<file path="src/rtl/sm_phase_seq_if.sv">
// Bundle between the step-pulse generator side and the phase sequencer.
// The master drives the controls and reads the status; the slave is the sequencer.
interface sm_phase_seq_if #(
    parameter int SIZE = 16
);
    logic            drv_en;
    logic            step;
    logic            dir;
    logic            half_mode;
    logic            clr_pos;
    logic [3:0]      phase;
    logic [SIZE-1:0] position;
    logic            busy;
    logic            pwr_low;
    logic            step_err;

    modport master (
        output drv_en, step, dir, half_mode, clr_pos,
        input  phase, position, busy, pwr_low, step_err
    );

    modport slave (
        input  drv_en, step, dir, half_mode, clr_pos,
        output phase, position, busy, pwr_low, step_err
    );
endinterface

</file>
<file path="src/rtl/sm_phase_seq.sv">
// Stepper-motor phase sequencer: turns step/dir pulses into four coil phases,
// tracks a signed half-step position and drops into low-power hold when idle.
module sm_phase_seq #(
    parameter int SIZE        = 16,
    parameter int HOLD_CYCLES = 1000,
    parameter int DIR_SETUP   = 2
) (
    input  logic          clk,
    input  logic          rst,
    sm_phase_seq_if.slave bus
);
    localparam int IDLE_W = (HOLD_CYCLES > 2) ? $clog2(HOLD_CYCLES) : 1;
    localparam int DCNT_W = (DIR_SETUP > 1) ? $clog2(DIR_SETUP + 1) : 1;

    typedef enum logic [1:0] {
        DISABLED = 2'd0,
        ACTIVE   = 2'd1,
        LOWPWR   = 2'd2
    } state_t;

    state_t            state;
    state_t            state_nxt;
    logic              step_d;
    logic              dir_q;
    logic [DCNT_W-1:0] dir_cnt;
    logic [IDLE_W-1:0] idle_cnt;
    logic [2:0]        index;
    logic [SIZE-1:0]   position_q;
    logic              busy_q;
    logic              pwr_low_q;
    logic              step_err_q;

    logic              step_edge;
    logic              gate_ok;
    logic              setup_ok;
    logic              accept;
    logic              violation;
    logic [2:0]        inc;
    logic              idle_done;
    logic [3:0]        phase_tbl;

    // Classify the current step edge: accepted, setup violation, or ignored.
    always_comb begin
        step_edge = bus.step & ~step_d;
        gate_ok   = bus.drv_en & (state != DISABLED);
        setup_ok  = (dir_cnt == DCNT_W'(DIR_SETUP));
        accept    = step_edge & gate_ok & setup_ok;
        violation = step_edge & gate_ok & ~setup_ok;
        inc       = bus.half_mode ? 3'd1 : 3'd2;
        idle_done = (idle_cnt == IDLE_W'(HOLD_CYCLES - 1));
    end

    // Next-state logic; dropping drv_en overrides every other transition.
    always_comb begin
        state_nxt = state;
        case (state)
            DISABLED: if (bus.drv_en) state_nxt = ACTIVE;
            ACTIVE:   if (!accept && idle_done) state_nxt = LOWPWR;
            LOWPWR:   if (accept) state_nxt = ACTIVE;
            default:  state_nxt = DISABLED;
        endcase
        if (!bus.drv_en) state_nxt = DISABLED;
    end

    // State register plus registered busy/pwr_low flags that track it exactly.
    always_ff @(posedge clk or negedge rst) begin
        if (!rst) begin
            state     <= DISABLED;
            busy_q    <= 1'b0;
            pwr_low_q <= 1'b0;
        end else begin
            state     <= state_nxt;
            busy_q    <= (state_nxt == ACTIVE);
            pwr_low_q <= (state_nxt == LOWPWR);
        end
    end

    // Step edge history and dir stability counter, running in every state.
    always_ff @(posedge clk or negedge rst) begin
        if (!rst) begin
            step_d  <= 1'b0;
            dir_q   <= 1'b0;
            dir_cnt <= '0;
        end else begin
            step_d <= bus.step;
            dir_q  <= bus.dir;
            if (bus.dir != dir_q) begin
                dir_cnt <= '0;
            end else if (!setup_ok) begin
                dir_cnt <= dir_cnt + 1'b1;
            end
        end
    end

    // Idle timer: cleared while disabled or on a step, frozen once hold is reached.
    always_ff @(posedge clk or negedge rst) begin
        if (!rst) begin
            idle_cnt <= '0;
        end else if (state == DISABLED || accept) begin
            idle_cnt <= '0;
        end else if (state == ACTIVE && !idle_done) begin
            idle_cnt <= idle_cnt + 1'b1;
        end
    end

    // Phase index, position and sticky error; clr_pos wins over a same-cycle step.
    always_ff @(posedge clk or negedge rst) begin
        if (!rst) begin
            index      <= 3'd0;
            position_q <= '0;
            step_err_q <= 1'b0;
        end else begin
            if (accept) begin
                index <= bus.dir ? (index + inc) : (index - inc);
            end
            if (bus.clr_pos) begin
                position_q <= '0;
            end else if (accept) begin
                position_q <= bus.dir ? (position_q + SIZE'(inc)) : (position_q - SIZE'(inc));
            end
            if (bus.clr_pos) begin
                step_err_q <= 1'b0;
            end else if (violation) begin
                step_err_q <= 1'b1;
            end
        end
    end

    // Coil pattern lookup; coils are de-energised while disabled.
    always_comb begin
        phase_tbl = 4'b0000;
        case (index)
            3'd0: phase_tbl = 4'b1000;
            3'd1: phase_tbl = 4'b1100;
            3'd2: phase_tbl = 4'b0100;
            3'd3: phase_tbl = 4'b0110;
            3'd4: phase_tbl = 4'b0010;
            3'd5: phase_tbl = 4'b0011;
            3'd6: phase_tbl = 4'b0001;
            3'd7: phase_tbl = 4'b1001;
            default: phase_tbl = 4'b0000;
        endcase
    end

    assign bus.phase    = (state == DISABLED) ? 4'b0000 : phase_tbl;
    assign bus.position = position_q;
    assign bus.busy     = busy_q;
    assign bus.pwr_low  = pwr_low_q;
    assign bus.step_err = step_err_q;
endmodule
</file>
<file path="src/flat_wrapper.sv">
// flat-port wrapper written by rule: the top's interface ports become plain ports
module sm_phase_seq_flat 
#(
    parameter int SIZE        = 16,
    parameter int HOLD_CYCLES = 1000,
    parameter int DIR_SETUP   = 2
)
  (clk, rst, bus_drv_en, bus_step, bus_dir, bus_half_mode, bus_clr_pos, bus_phase, bus_position, bus_busy, bus_pwr_low, bus_step_err);
  sm_phase_seq_if #(.SIZE(SIZE)) bus_i ();
  input  logic clk;
  input  logic rst;
  input wire logic [$bits(bus_i.drv_en)-1:0] bus_drv_en;
  input wire logic [$bits(bus_i.step)-1:0] bus_step;
  input wire logic [$bits(bus_i.dir)-1:0] bus_dir;
  input wire logic [$bits(bus_i.half_mode)-1:0] bus_half_mode;
  input wire logic [$bits(bus_i.clr_pos)-1:0] bus_clr_pos;
  output wire logic [$bits(bus_i.phase)-1:0] bus_phase;
  output wire logic [$bits(bus_i.position)-1:0] bus_position;
  output wire logic [$bits(bus_i.busy)-1:0] bus_busy;
  output wire logic [$bits(bus_i.pwr_low)-1:0] bus_pwr_low;
  output wire logic [$bits(bus_i.step_err)-1:0] bus_step_err;
  assign bus_i.drv_en = bus_drv_en;
  assign bus_i.step = bus_step;
  assign bus_i.dir = bus_dir;
  assign bus_i.half_mode = bus_half_mode;
  assign bus_i.clr_pos = bus_clr_pos;
  assign bus_phase = bus_i.phase;
  assign bus_position = bus_i.position;
  assign bus_busy = bus_i.busy;
  assign bus_pwr_low = bus_i.pwr_low;
  assign bus_step_err = bus_i.step_err;
  sm_phase_seq #(.SIZE(SIZE), .HOLD_CYCLES(HOLD_CYCLES), .DIR_SETUP(DIR_SETUP)) u_core (.clk(clk), .rst(rst), .bus(bus_i));
endmodule
</file>
<file path="config.mk">
export PLATFORM = sky130hd
export DESIGN_NAME = sm_phase_seq_flat
export DESIGN_NICKNAME = d
export VERILOG_FILES = /design/src/rtl/sm_phase_seq_if.sv /design/src/rtl/sm_phase_seq.sv /design/src/flat_wrapper.sv
export SDC_FILE = /design/constraint.sdc
export NUM_CORES = 1
export LEC_CHECK = 0
export ABC_CLOCK_PERIOD_IN_PS = 2400
export CORE_ASPECT_RATIO = 0.8
export CORE_MARGIN = 5
export CORE_UTILIZATION = 50
export DETAILED_ROUTE_END_ITERATION = 7
export PLACE_DENSITY_LB_ADDON = 0.15
export SYNTH_ARGS = -nofsm -noshare
export SYNTH_HDL_FRONTEND = slang
export SYNTH_SLANG_ARGS = --single-unit
</file>
<file path="constraint.sdc">
create_clock -name clk -period 2.4 [get_ports clk]
set_input_delay 0.36 -clock clk [delete_from_list [all_inputs] [get_ports clk]]
set_output_delay 0.36 -clock clk [all_outputs]
set_load 0.01 [all_outputs]
</file>
==> qor.yml <==
yosys:
  syn_nets: 293
  synth_area_mm2: 0.00246
  ys.warnings.count: 0
  ys.flop_type: "dfrtp_1"
  synth_seq_cells: 38
  synth_seq_area_share: 0.386
  syn_inst: 266
  synth.avg_cell_area_um2: 9.26
  synth_edf_count: 0
  async_flop_share: 1.00
  synth_cell_types: 53
setup_path:
  regToRegSetupSlack_ns: 0.14
  path_max_fanout: 4
  startpoint: "u_core.bus.position[0]"
  reg2reg_from: "u_core.bus.position[0]"
  path_depth: 9
  slowest_delay_ns: 0.39
  path_delay_family: "compound AO/OA/AOI/OAI gates"
  crit_chain: "ha_2 > fa_2 > a21o_1 > a221o_2 > a32oi_2 > buf_4 > o21ai_1 > nand2_1 > o211ai_2"
  crit_buf_inv: 1
  crit_type: "flop to flop"
  r2r-end: "u_core.bus.position[14]"
  slowest_stage: "dfrtp_1"
  cp_data_arrival_time_ns: 2.44
  cp-end-kind: "flop"
  start_kind: "flop"
  endpoint: "u_core.bus.position[14]"
  crit_required_ns: 2.58
  r2r_cells: 9
pwr:
  p_leak_nw: 1.58
  power.total_w: 0.00158
  vdd_drop_max_v: 0.000284
  pwr_density_cell_mw_per_mm2: 489
place:
  place_ws_ns: -0.627
  portBuffers: 29
  dp_hpwl_mm: 4.51
  dp_cells: 393
  gp_congestion: 0.912
final_layout:
  multiInputGateArea_mm2: 0.00146
  final_common_cell: "buf_4"
  final_cells: 401
  final_util: 0.690
  mostFrequentLayoutCells: "buf_4 (46), nand2_1 (39), dfrtp_1 (38)"
  area_growth_pct: 31.0
  nets: 367
  seq_area_um2: 951
  layout-drive-gt1-share: 0.226
  diodes: 0
  num-fill-cells: 383
timing:
  hold_violations: 0
  setup_viol: 0
  fin_crit_sh: 0.943
  finalWorstSetupSlack_ns: 0.138
  rsz0062_at_grt: "no"
  maxSlewHeadroom: 0.424
  fmax_ghz: 0.442
  tightest_slew_ns: 0.864
  slew_viol_final: 0
  period_needed_ns: 2.26
  fin_worst_skew_ns: 0.00716
drt:
  top_layer: "met4"
  drt-met1-wl_mm: 2.91
  wl_met2_mm: 2.62
  drtIter0Drc: 89
  ant_nets: 0
  drt_first_pass_iters: 4
  post_drt_wl_per_cell_um: 14.8
  vias_per_cell: 5.49
  route.detailed.drc: 0
  vias: 2201
  wirelength_mm: 5.93
  wl_met3_um: 356
global_routing:
  grt_max_degree: 39
  grt_pass1_vias: 2226
  antenna_found_initial: 0
  grt_overflow_total: 0
  grt_pass1_wl_mm: 10.3
  grt.total_usage: 0.204
clock_tree:
  root_buffer: "clkbuf_8"
  cts_setup_buffers: 0
  cts_buffers: 5
  cts_tree: "built"
  clk_path_buf_depth: 2
  cts.sinks: 38
  clk_latency_ns: 0.29
  htreeDepth: 2
  clk_pin_slew_ns: 0.08
  holdBufCountCts: 0
floorplan:
  rows: 22
  dieArea_mm2: 0.00644
  core_area_mm2: 0.00468
  io_pins: 30
  chipWidth_um: 88.5
  initial_core_util: 0.526
  chipHeight_um: 72.8
run_status:
  status: "completed"
worst_hold_path:
  hold_class: "primary input to asynchronous set/reset pin"
job:
  max_cap_viol_count: 0
registers in the layout, summed over array words and instances (netlist names):
| register | cells |
|---|---|
| u_core.bus.position | 16 |
| u_core.idle_cnt | 10 |
| u_core.index | 3 |
| u_core.dir_cnt | 2 |
| u_core.state | 2 |
| u_core.bus.busy | 1 |
| u_core.bus.pwr_low | 1 |
| u_core.bus.step_err | 1 |
| u_core.dir_q | 1 |
| u_core.step_d | 1 |
cell usage after synthesis, types with 5 or more instances:
master	instances	area [µm²]
ha_1	18	225
xnor2_1	7	61.3
nand3_1	8	40.0
a211oi_1	5	37.5
nor2_1	28	105
xor2_1	14	123
dfrtp_1	38	951
a21oi_1	22	110
nand2_1	39	146
a21o_1	8	60.1
o21ai_0	6	30.0
buf_2	5	25.0
inv_1	7	26.3
repair_timing:
action                     in CTS  in global routing
setup endpoints to repair       9                  4
pin swaps                       2                  0
gates resized for setup         5                  3
metal layers:
layer  up-vias  global-route usage
li1       1094                   -
met1      1053               0.291
met2        50               0.308
met3         4              0.0463
met4         0              0.0587
met5         -                   0
layout make-up:
cell class,count,area share
clock buffers,5,0.0213
well taps,60,0.0233
multi-input cells,213,0.453
clock inverters,3,0.00659
inverters,7,0.00814
flip-flops and latches,38,0.295
repair buffers,75,0.193
how the worst min path moves through the flow:
stage	to	slack, ns	cells past startpoint
final	u_core.bus.position[9]	0.18	1
after global routing	u_core.idle_cnt[8]	0.25	1
after CTS	u_core.bus.position[9]	0.21	1
after detailed placement	u_core.bus.step_err	0.49	2
after global placement	u_core.bus.step_err	0.48	2
after floorplan	u_core.bus.busy	0.06	0
stage by stage:
step	instance area, µm²	hold slack, ns	TNS [ns]
2_1_floorplan	2460	0.0644	0
3_3_place_gp	3130	0.479	-4.17
3_5_place_dp	3130	0.490	-4.91
4_1_cts	3230	0.211	0
5_1_grt	3230	0.247	0
6_report	3230	0.177	0
cell families (layout without fill, tap and decap cells):
logic type	Yosys count	after routing	synth area share
and+or+nand+nor	107	107	0.217
DFF	38	38	0.386
adders and majority gates	20	20	0.108
buffers and inverters	15	90	0.0254
xor gates and xnor gates	21	21	0.0747
AOI/OAI and AO/OA	61	61	0.170
muxes	4	4	0.0193
power breakdown:
part | total (W) | internal, W | switching, W
Combinational | 0.000388 | 0.000193 | 0.000195
Clock | 0.000457 | 0.000204 | 0.000252
Sequential | 0.000732 | 0.000686 | 0.0000454
Total | 0.00158 | 0.00108 | 0.000492
No activity file was read; power rests on OpenSTA's default activity.
